$ cat src/rtl/uart_core.sv
// uart_core: 8N1 UART engine with a 16x oversampled receiver and an independently timed transmitter
module uart_core #(
   parameter int freq_hz = 50000000,
   parameter int baud    = 115200
) (
   input  logic       clk,
   input  logic       reset_n,
   input  logic       uart_rxd,
   output logic       uart_txd,
   output logic [7:0] rx_data,
   output logic       rx_avail,
   output logic       rx_error,
   input  logic       rx_ack,
   input  logic [7:0] tx_data,
   input  logic       tx_wr,
   output logic       tx_busy
);
   localparam int DIV = freq_hz / (baud * 16);
   localparam int DW  = DIV > 1 ? $clog2(DIV) : 1;
   localparam int BW  = $clog2(16 * DIV);
   localparam logic [DW-1:0] DIV_MAX = DW'(DIV - 1);
   localparam logic [BW-1:0] BIT_MAX = BW'(16 * DIV - 1);
   localparam logic [2:0] RX_IDLE = 3'd0, RX_START = 3'd1, RX_DATA = 3'd2, RX_STOP = 3'd3, RX_WAITHI = 3'd4;
   localparam logic [0:0] TX_IDLE = 1'b0, TX_SEND = 1'b1;

   if (DIV < 1) begin : g_div_check
      $error("uart_core: freq_hz/(baud*16) must be at least 1");
   end

   logic [DW-1:0] div_q, div_d;
   logic [1:0]    sync_q;
   logic [2:0]    rx_st_q, rx_st_d;
   logic [3:0]    tck_q, tck_d;
   logic [2:0]    idx_q, idx_d;
   logic [7:0]    rsh_q, rsh_d;
   logic [7:0]    rx_data_q, rx_data_d;
   logic          rx_avail_q, rx_avail_d, rx_error_q, rx_error_d;
   logic [0:0]    tx_st_q, tx_st_d;
   logic [BW-1:0] btim_q, btim_d;
   logic [3:0]    bcnt_q, bcnt_d;
   logic [9:0]    tsh_q, tsh_d;
   logic          tick, rxs, bit_wrap;

   assign tick     = div_q == DIV_MAX;
   assign rxs      = sync_q[1];
   assign bit_wrap = btim_q == BIT_MAX;
   assign uart_txd = tsh_q[0];
   assign tx_busy  = tx_st_q == TX_SEND;
   assign rx_data  = rx_data_q;
   assign rx_avail = rx_avail_q;
   assign rx_error = rx_error_q;

   always_comb begin
      div_d      = tick ? '0 : div_q + 1'b1;
      rx_st_d    = rx_st_q;
      tck_d      = tck_q;
      idx_d      = idx_q;
      rsh_d      = rsh_q;
      rx_data_d  = rx_data_q;
      rx_avail_d = rx_avail_q & ~rx_ack;
      rx_error_d = rx_error_q & ~rx_ack;
      case (rx_st_q)
         RX_IDLE: if (tick && !rxs) begin
            rx_st_d = RX_START;
            tck_d   = '0;
         end
         RX_START: if (tick) begin
            tck_d = tck_q + 1'b1;
            if (tck_q == 4'd7) begin
               rx_st_d = rxs ? RX_IDLE : RX_DATA;
               tck_d   = '0;
               idx_d   = '0;
            end
         end
         RX_DATA: if (tick) begin
            tck_d = tck_q + 1'b1;
            if (tck_q == 4'd15) begin
               rsh_d[idx_q] = rxs;
               idx_d        = idx_q + 1'b1;
               rx_st_d      = idx_q == 3'd7 ? RX_STOP : RX_DATA;
            end
         end
         RX_STOP: if (tick) begin
            tck_d = tck_q + 1'b1;
            if (tck_q == 4'd15) begin
               // a completed frame overrides a coincident rx_ack
               rx_data_d  = rxs ? rsh_q : rx_data_q;
               rx_avail_d = rxs | rx_avail_d;
               rx_error_d = ~rxs;
               rx_st_d    = rxs ? RX_IDLE : RX_WAITHI;
            end
         end
         RX_WAITHI: rx_st_d = rxs ? RX_IDLE : RX_WAITHI;
         default: rx_st_d = RX_IDLE;
      endcase
   end

   always_comb begin
      tx_st_d = tx_st_q;
      btim_d  = bit_wrap ? '0 : btim_q + 1'b1;
      bcnt_d  = bcnt_q;
      tsh_d   = tsh_q;
      if (tx_st_q == TX_IDLE) begin
         if (tx_wr) begin
            tsh_d   = {1'b1, tx_data, 1'b0};
            btim_d  = '0;
            bcnt_d  = '0;
            tx_st_d = TX_SEND;
         end
      end else if (bit_wrap) begin
         tsh_d   = {1'b1, tsh_q[9:1]};
         bcnt_d  = bcnt_q + 1'b1;
         tx_st_d = bcnt_q == 4'd9 ? TX_IDLE : TX_SEND;
      end
   end

   always_ff @(posedge clk) begin
      if (!reset_n) begin
         div_q      <= '0;
         sync_q     <= 2'b11;
         rx_st_q    <= RX_IDLE;
         tck_q      <= '0;
         idx_q      <= '0;
         rsh_q      <= '0;
         rx_data_q  <= '0;
         rx_avail_q <= 1'b0;
         rx_error_q <= 1'b0;
         tx_st_q    <= TX_IDLE;
         btim_q     <= '0;
         bcnt_q     <= '0;
         tsh_q      <= '1;
      end else begin
         div_q      <= div_d;
         sync_q     <= {sync_q[0], uart_rxd};
         rx_st_q    <= rx_st_d;
         tck_q      <= tck_d;
         idx_q      <= idx_d;
         rsh_q      <= rsh_d;
         rx_data_q  <= rx_data_d;
         rx_avail_q <= rx_avail_d;
         rx_error_q <= rx_error_d;
         tx_st_q    <= tx_st_d;
         btim_q     <= btim_d;
         bcnt_q     <= bcnt_d;
         tsh_q      <= tsh_d;
      end
   end
endmodule

$ cat config.mk
export PLATFORM = sky130hd
export DESIGN_NAME = uart_core
export DESIGN_NICKNAME = d
export VERILOG_FILES = /design/src/rtl/uart_core.sv
export SDC_FILE = /design/constraint.sdc
export NUM_CORES = 1
export LEC_CHECK = 0
export ABC_AREA = 0
export CAP_MARGIN = 20
export CORE_ASPECT_RATIO = 0.9
export CORE_UTILIZATION = 45
export DETAILED_ROUTE_END_ITERATION = 10
export PLACE_DENSITY = 0.75
export SLEW_MARGIN = 10
export SYNTH_ARGS = -nofsm -noshare
export SYNTH_HDL_FRONTEND = slang
export SYNTH_SLANG_ARGS = --single-unit
$ cat constraint.sdc
create_clock -name clk -period 2.08 [get_ports clk]
set_clock_uncertainty 0.2 [all_clocks]
set_input_delay 0.416 -clock clk [delete_from_list [all_inputs] [get_ports clk]]
set_output_delay 0.416 -clock clk [all_outputs]
set_load 0.02 [all_outputs]
Word-level counts from Yosys, hierarchy flattened
Index checks and enable logic that the tools add are counted.
- flip-flop bits (word level): 59
- word-level logic and storage cells: 103
- reduce and logical (&&, ||, !) cells: 15
- mux-type cells: 43
- $add $sub $neg: 5
- order comparisons: 2
- bitwise gates (word level): 6
- equal/unequal tests: 19
- operator list (cell ; count):
    2-to-1 mux 3 bit ; 12
    2-to-1 mux 10 bit ; 3
    2-to-1 mux 4 bit ; 7
    2-to-1 mux 9 bit ; 3
    case mux 3 bit (5 select lines) ; 1
    inequality test 2 bit (second input constant) ; 7
    2-to-1 mux 1 bit ; 12
    case mux 4 bit (3 select lines) ; 1
    adder 9 x 1 -> 9 bit (second input constant) ; 1
    equality test 9 bit (second input constant) ; 1
    adder 4 x 1 -> 4 bit (second input constant) ; 2
    bitwise mux 8 bit ; 1
    equality test 4 bit (second input constant) ; 2
    AND reduction 4 bit ; 2
    AND reduction 7 bit ; 1
    equality test 3 x 2 -> 1 bit (second input constant) ; 2
    equality test 3 bit (second input constant) ; 2
    case mux 3 bit (2 select lines) ; 1
    adder 5 x 1 -> 5 bit (second input constant) ; 1
    equality test 5 bit (second input constant) ; 1
    AND reduction 5 bit ; 1
    equality test 4 x 3 -> 1 bit (second input constant) ; 1
    < comparator 3 x 4 -> 1 bit (second input constant) ; 1
    inequality test 2 x 1 -> 1 bit (second input constant) ; 2
    other kinds (16) ; 22

Depth between registers and ports, before layout
Gate-level depths: netlist (run 1).
- word-level depth: 6
- depth in mapped cells: 7

Least setup slack after synthesis (run 1)
OpenSTA, ideal clock, no wires.
- kind: register to register
- start point: register div_q[0]
- end point: register rx_data_q[0] (netlist: rx_data[0])
- setup time: 0.072 ns
- clock period less this slack: 1.774 ns
- data arrival time: 1.503 ns
- required time: 1.808 ns
- path slack: 0.306 ns
- stages on the path, launching flop included: 8
- cells stage by stage: dfxtp_1 inv_1 ha_1 nand4b_4 nor4_4 and2_2 buf_8 mux2i_1
- longest elaborated chain between the ends: 2
- RTL lines (item ; RTL line ; source):
    start, declared ; 30 ; logic [DW-1:0] div_q, div_d;
    start signal, assigned ; 133 ; div_q <= div_d;
    equality test 5 bit ; 44 ; assign tick = div_q == DIV_MAX;
    AND reduction 4 bit (no source line) ; -- ;
    end signal, assigned ; 139 ; rx_data_q <= rx_data_d;
    end, declared ; 36 ; logic [7:0] rx_data_q, rx_data_d;
Every way passes these cells.
A chain may end at the register's enable or synchronous reset.

Worst setup path in the final report (run 1)
- start point: register tck_q[0]
- end point: register rx_data_q[1] (netlist: rx_data[1])
- longest elaborated chain between the ends: 2
- RTL lines (item ; RTL line ; source):
    start, declared ; 33 ; logic [3:0] tck_q, tck_d;
    start signal, assigned ; 136 ; tck_q <= tck_d;
    equality test 4 bit ; 85 ; if (tck_q == 4'd15) begin
    AND reduction 4 bit (no source line) ; -- ;
Every way passes these cells.

==> summary.txt, run 1 <==
Yosys
  – Synth Cell Area: 2690 um2
  – Syn_area_per_cell: 9.11 um2
  – Cell variety after synth: 49
  – Total number of yosys warnings: 0
  – Synthesized instance count: 295
  – Primary FF master, synth: dfxtp_1
  – Synth async-reset ratio: 0%
  – Synth top area share: 43.2%
  – Post-synth EDFFs: 0
  – Synthesized net count: 316
  – Seq/Total Area, Yosys: 43.2%
  – Largest area contributor in the netlist: dfxtp_1
  – Flop and latch count out of synthesis: 58
  – Top cells by area in the synthesized netlist: dfxtp_1, nand2_1, mux2i_1

Setup path
  – Slowest stage delay, CP: 370 ps
  – Crit-path slowest cell: dfxtp_1
  – Setup CP Type: reg -> reg
  – Worst Path Arrival: 2010 ps
  – Startpoint class of the critical path: flop
  – Critical Path RT: 2150 ps
  – Worst setup EP type: flop
  – Worst Reg-to-Reg Cells: 5
  – Worst-path maximum fanout: 9
  – Worst-path cell chain: ha_1 > nand4_1 > nor4_4 > and2_2 > mux2i_1

Power and ir drop
  – Leak pwr: 1.18 nW
  – Peak supply drop: 0.000453 V
  – PnR Total Power: 2.29 mW
  – Power per cell area: 714 nW/um2

Min path
  – Worst Hold Class: reg -> reg
  – Worst Hold Depth: 1

Floorplan
  – Initial Util: 46.9%
  – Row cnt: 26
  – DIE AREA: 6280 um2
  – Core area: 5730 um2
  – Die H: 75.3 um
  – I/O pin cnt: 25
  – Die width: 83.4 um

Timing
  – Final worst path period share: 93.3%
  – RSZ-0062 raised after global routing: no
  – Setup ws final: 140 ps
  – Worst-Margin Slew: 418 ps
  – Max_slew headroom: 71.9%
  – Final setup TNS: 0 ps
  – Final setup fails: 0
  – Slew Limit Fails: 0
  – Post-route minimum period: 1940 ps
  – FMAX: 515 MHz
  – Final hold violations: 0

Place
  – Post-place setup slack: 138 ps
  – Number of port buffers: 24
  – GPL Wtd Cong: 0.814
  – Placed Area: 3000 um2
  – DP HPWL: 3.66 mm

Layout
  – Diodes inserted: 0
  – Commonest non-fill, non-tap cell in the layout: dfxtp_1
  – Layout cells sized above 1: 11.8%
  – Filler cells: 522
  – Nets: 346
  – Area Growth Syn to Fin: 19.3%
  – Most frequent cells in the layout: dfxtp_1, nand2_1, clkdlybuf4s50_1
  – Final instance area: 3210 um2

Clock network
  – H-tree levels: 3
  – CTS Buf Count: 9
  – Clk slew on worst S/H paths: 70 ps
  – Clock root cell: clkbuf_8
  – TritonCTS clock tree: done
  – Clk buf depth: 2
  – Clock Sinks: 58
  – Skew-Pair Late Insertion Delay: 340 ps

Routing
  – Post-route antenna net violation count: 0
  – Vias per cell: 5.41
  – Remaining DRCs: 0
  – Final WL: 5.17 mm
  – Vias: 2162
  – Drt initial violations: 104
  – Pre-antenna DRT Iters: 4
  – Drt wl/cell: 12.9 um

Global route
  – Number of global-route vias before repair: 1951
  – Aggregate global routing overflow: 0
  – Initial antenna violation count: 0
  – Total GRT Usage: 18.3%
  – Largest net degree at the start of global routing: 23
  – First-pass GRT wire length: 8.91 mm

Status
  – Result of the run: complete, no violations

Run
  – Max-cap violations: 0
==> layer usage <==
metal,GRT usage [%],up-vias,routed length [um]
met5,0,-,0
met1,23.2,1000,2600
met3,7.26,5,234
met2,28.9,41,2280
met4,6.21,0,52
li1,-,1116,-
==> cell families after synthesis <==
| kind of cell | share of synthesized area (%) |
|---|---|
| and+or+nand+nor | 28.4 |
| DFF | 43.2 |
| AOI/OAI and AO/OA | 12.2 |
| buffers and inverters | 4.38 |
| muxes | 4.47 |
| xor gates and xnor gates | 3.59 |
| adders and majority gates | 3.73 |
==> through the flow <==
stage	util [%]	instances	hold slack (ps)
finish	56.0	400	209
detailed placement	52.4	384	194
CTS	55.8	400	210
floorplan	-	295	186
global placement	52.4	384	191
global route	56.0	400	257
==> area by class of cell <==
| cell class | instances | area [um2] | area share [%] |
|---|---|---|---|
| Multi-Input combinational cell | 215 | 1410 | 44.1 |
| Sequential cell | 58 | 1160 | 36.2 |
| Timing Repair Buffer | 35 | 325 | 10.1 |
| Clock buffer | 11 | 141 | 4.41 |
| Tap cell | 70 | 87.6 | 2.73 |
| Clock inverter | 5 | 53.8 | 1.68 |
| Inverter | 6 | 22.5 | 0.703 |
==> sequential cells by signal (all words and copies together), names as in the netlist, 2 cells and up <==
register and flops:
btim_q 9, tsh_q 9, rsh_q 8, rx_data 8
div_q 5, bcnt_q 4, tck_q 4, idx_q 3
rx_st_q 3, sync_q 2
==> repair_timing <==
action                                  4_1_cts  5_1_grt
setup buffers                                 0        0
gates resized for setup                       0        2
hold buffers                                  0        0
endpoints found under the setup margin        0        2
==> synth_stat cells (all sizes together) (2+ instances only) <==
| cell | count |
|---|---|
| nor3 | 12 |
| nand2 | 37 |
| o21ai | 12 |
| nand2b | 7 |
| a211oi | 2 |
| nor2b | 6 |
| and4bb | 2 |
| a21oi | 10 |
| or4 | 3 |
| o31ai | 5 |
| o22ai | 8 |
| and2 | 3 |
| o21a | 5 |
| nand3 | 15 |
| mux2i | 12 |
| a21boi | 3 |
| nand4 | 7 |
| dfxtp | 58 |
| ha | 8 |
| a21o | 2 |
| xnor2 | 5 |
| and4 | 2 |
| nor2 | 22 |
| and4b | 2 |
| xor2 | 6 |
| buf | 8 |
| clkbuf | 8 |
| inv | 6 |
| nor4 | 5 |
| nor3b | 2 |
| and3 | 5 |
==> critical path, delay by kind of cell (launching register included) <==
family / cells / cell delay (ps)
simple gates: 3 / 810
mux: 1 / 220
flops: 1 / 370
fa+ha+maj: 1 / 270
==> worst paths after layout <==
path / from / endpoint / slack (ps)
worst min-delay path: sync_q[0] / sync_q[1] / 210
worst max register to register: tck_q[0] / rx_data[1] / 140
worst max-delay path: tck_q[0] / rx_data[1] / 140
worst min register to register: sync_q[0] / sync_q[1] / 210
==> report_power, final <==
part / switching (mW) / internal [mW]
Combinational: 0.0555 / 0.0572
Clock: 0.445 / 0.581
Sequential: 0.0166 / 1.13
Note: power is estimated with default switching activity, not from simulation.
==> inputs of run 2 (changes only) <==
==> constraint.sdc (replaced) <==
create_clock -name clk -period 1.82 [get_ports clk]
set_clock_uncertainty 0.2 [all_clocks]
set_input_delay 0.364 -clock clk [delete_from_list [all_inputs] [get_ports clk]]
set_output_delay 0.364 -clock clk [all_outputs]
set_load 0.02 [all_outputs]
==> run 2 against run 1 <==
Against the previous run: clock power rose by 9%; via count rose by 5.6%; clock-buffer cell count rose by 3; maximum frequency increased by 9.2%; design area increased by 7.5%; first-iteration DRC count shrank 4.8%; hold slack improved by 28 ps; critical path type unchanged; highest routed layer unchanged.
==> summary.txt, run 2 (synthesis results as in run 1) <==
Clock network
  – Clock Sinks: 58 (unchanged)
  – Clock root cell: clkbuf_8
  – Clk slew on worst S/H paths: 60 ps (about the same)
  – H-tree levels: 3 (unchanged)
  – TritonCTS clock tree: done
  – Clk buf depth: 2 (unchanged)
  – Skew-Pair Late Insertion Delay: 330 ps (about the same)
  – CTS Buf Count: 9 (unchanged)

Status
  – Result of the run: complete, no violations

Layout
  – Util after Layout: 60.2% (+4.2 points)
  – Most frequent cells in the layout: dfxtp_1, nand2_1, buf_4
  – Nets: 371 (+7.2%)
  – Largest regs: btim_q x9, tsh_q x9
  – Area Growth Syn to Fin: 28.2%
  – Commonest non-fill, non-tap cell in the layout: dfxtp_1
  – Multi-input gate area: 1470 um2 (+4.1%)
  – Final instance area: 3440 um2 (+7.5%)
  – Storage element area: 1160 um2 (+0.32%)
  – Layout cells sized above 1: 20.9% (+9.1 points)
  – Filler cells: 493 (-5.6%)
  – Diodes inserted: 0 (unchanged)

Place
  – Number of port buffers: 24 (unchanged)
  – Placed Area: 3180 um2 (+5.9%)
  – DP HPWL: 4.06 mm (+11%)
  – GPL Wtd Cong: 0.867 (+6.4%)

Global route
  – Total GRT Usage: 19.8% (+1.6 points)
  – Initial antenna violation count: 0 (unchanged)
  – First-pass GRT wire length: 9.71 mm (+8.9%)
  – Largest net degree at the start of global routing: 23 (unchanged)
  – Number of global-route vias before repair: 2092 (+7.2%)
  – Aggregate global routing overflow: 0 (unchanged)

Setup path
  – Startpoint class of the critical path: flop
  – Worst Path Arrival: 1840 ps (-170 ps)
  – Setup CP Type: reg -> reg
  – Worst-path maximum fanout: 4 (-5)
  – Critical Path RT: 1880 ps (-270 ps)
  – Worst setup EP type: flop

Routing
  – Drt wl/cell: 13.6 um (+5.5%)
  – Drt initial violations: 99 (-4.8%)
  – Post-route antenna net violation count: 0 (unchanged)
  – Pre-antenna DRT Iters: 4 (unchanged)
  – Final WL: 5.78 mm (+12%)
  – Vias: 2284 (+5.6%)
  – Vias per cell: 5.39 (-0.34%)
  – Remaining DRCs: 0 (unchanged)

Timing
  – Worst-Margin Slew: 468 ps (+50.2 ps)
  – Worst Hold Slack: 237 ps (+28.3 ps)
  – Final setup TNS: 0 ps (unchanged)
  – Slew Limit Fails: 0 (unchanged)
  – Final hold violations: 0 (unchanged)
  – Final worst path period share: 97.6% (+4.3 points)
  – Post-route minimum period: 1780 ps (-163 ps)
  – Max_slew headroom: 68.7% (-3.2 points)
  – Final setup fails: 0 (unchanged)
  – FMAX: 563 MHz (+9.2%)

Floorplan
  – Initial Util: 46.9% (unchanged)
  – DIE AREA: 6280 um2 (unchanged)
  – Die width: 83.4 um (unchanged)
  – Row cnt: 26 (unchanged)
  – Core area: 5730 um2 (unchanged)
  – Die H: 75.3 um (unchanged)
  – I/O pin cnt: 25 (unchanged)

Power and ir drop
  – Leak pwr: 1.35 nW (+14%)
  – Peak supply drop: 0.000579 V (+28%)
  – Power per cell area: 749 nW/um2 (+4.9%)

Run
  – Max-cap violations: 0 (unchanged)

Min path
  – Worst Hold Class: reg -> reg
run 2: cell types whose count changed in the layout (fill, tap and decap cells not counted), moves of 2 or more:
cell,change
clkbuf_8,+3
dfxtp_2,+3
clkdlybuf4s50_1,-11
nor4_2,-2
ha_4,+2
dlygate4sd2_1,+12
ha_1,-2
dfxtp_1,-3
buf_4,+24
clkinv_2,-3
run 2: through the flow:
step / total power, mW / std cells / setup WS [ps]
floorplan: 1.41 / 295 / 45.8
global placement: 1.48 / 406 / -46.5
detailed placement: 1.48 / 406 / -91.3
CTS: 2.60 / 421 / 0.0140
global route: 2.69 / 424 / -12.1
finish: 2.58 / 424 / 43.4
run 2: worst paths after layout:
path,start,cells after the start,end,slack (ps)
worst max-delay path,tck_q[1],7,tck_q[1],40
worst min-delay path,sync_q[0],1,sync_q[1],240
worst max register to register,tck_q[1],7,tck_q[1],40
worst min register to register,sync_q[0],1,sync_q[1],240
run 2: final cells by class:
| class | count | share of cell area, % |
|---|---|---|
| clock buffer | 14 | 5.30 |
| sequential | 58 | 33.8 |
| clock inverter | 1 | 0.218 |
| multi-input combinational | 215 | 42.7 |
| timing repair buffer | 60 | 14.7 |
| tap | 70 | 2.54 |
| inverter | 6 | 0.654 |
run 2: timing repair:
item / 4_1_cts / 5_1_grt
hold buffers: 0 / 0
pin swaps: 0 / 6
gates resized for setup: 17 / 13
endpoints found under the hold margin: 0 / 0
setup buffers: 0 / 3
endpoints found under the setup margin: 25 / 22
run 2: report_power, final:
part / switching (mW) / internal, mW
combinational: 0.0719 / 0.0763
clock: 0.481 / 0.636
sequential: 0.0176 / 1.30
total: 0.571 / 2.01
run 2: layer usage:
| metal | wire, um | track usage, % | vias to the layer above |
|---|---|---|---|
| met3 | 260 | 5.96 | 4 |
| met4 | 49 | 7.34 | 0 |
| met5 | 0 | 0 | - |
| met2 | 2650 | 32.1 | 43 |
| met1 | 2810 | 25.6 | 1071 |
| li1 | - | - | 1166 |
run 2: critical path: stages, from the launching register on:
cell and delay (ps):
dfxtp_2 340, ha_4 160, buf_4 140, and4bb_2 240, nor4_4 340, buf_4 170
a22oi_2 40, nor2_1 80
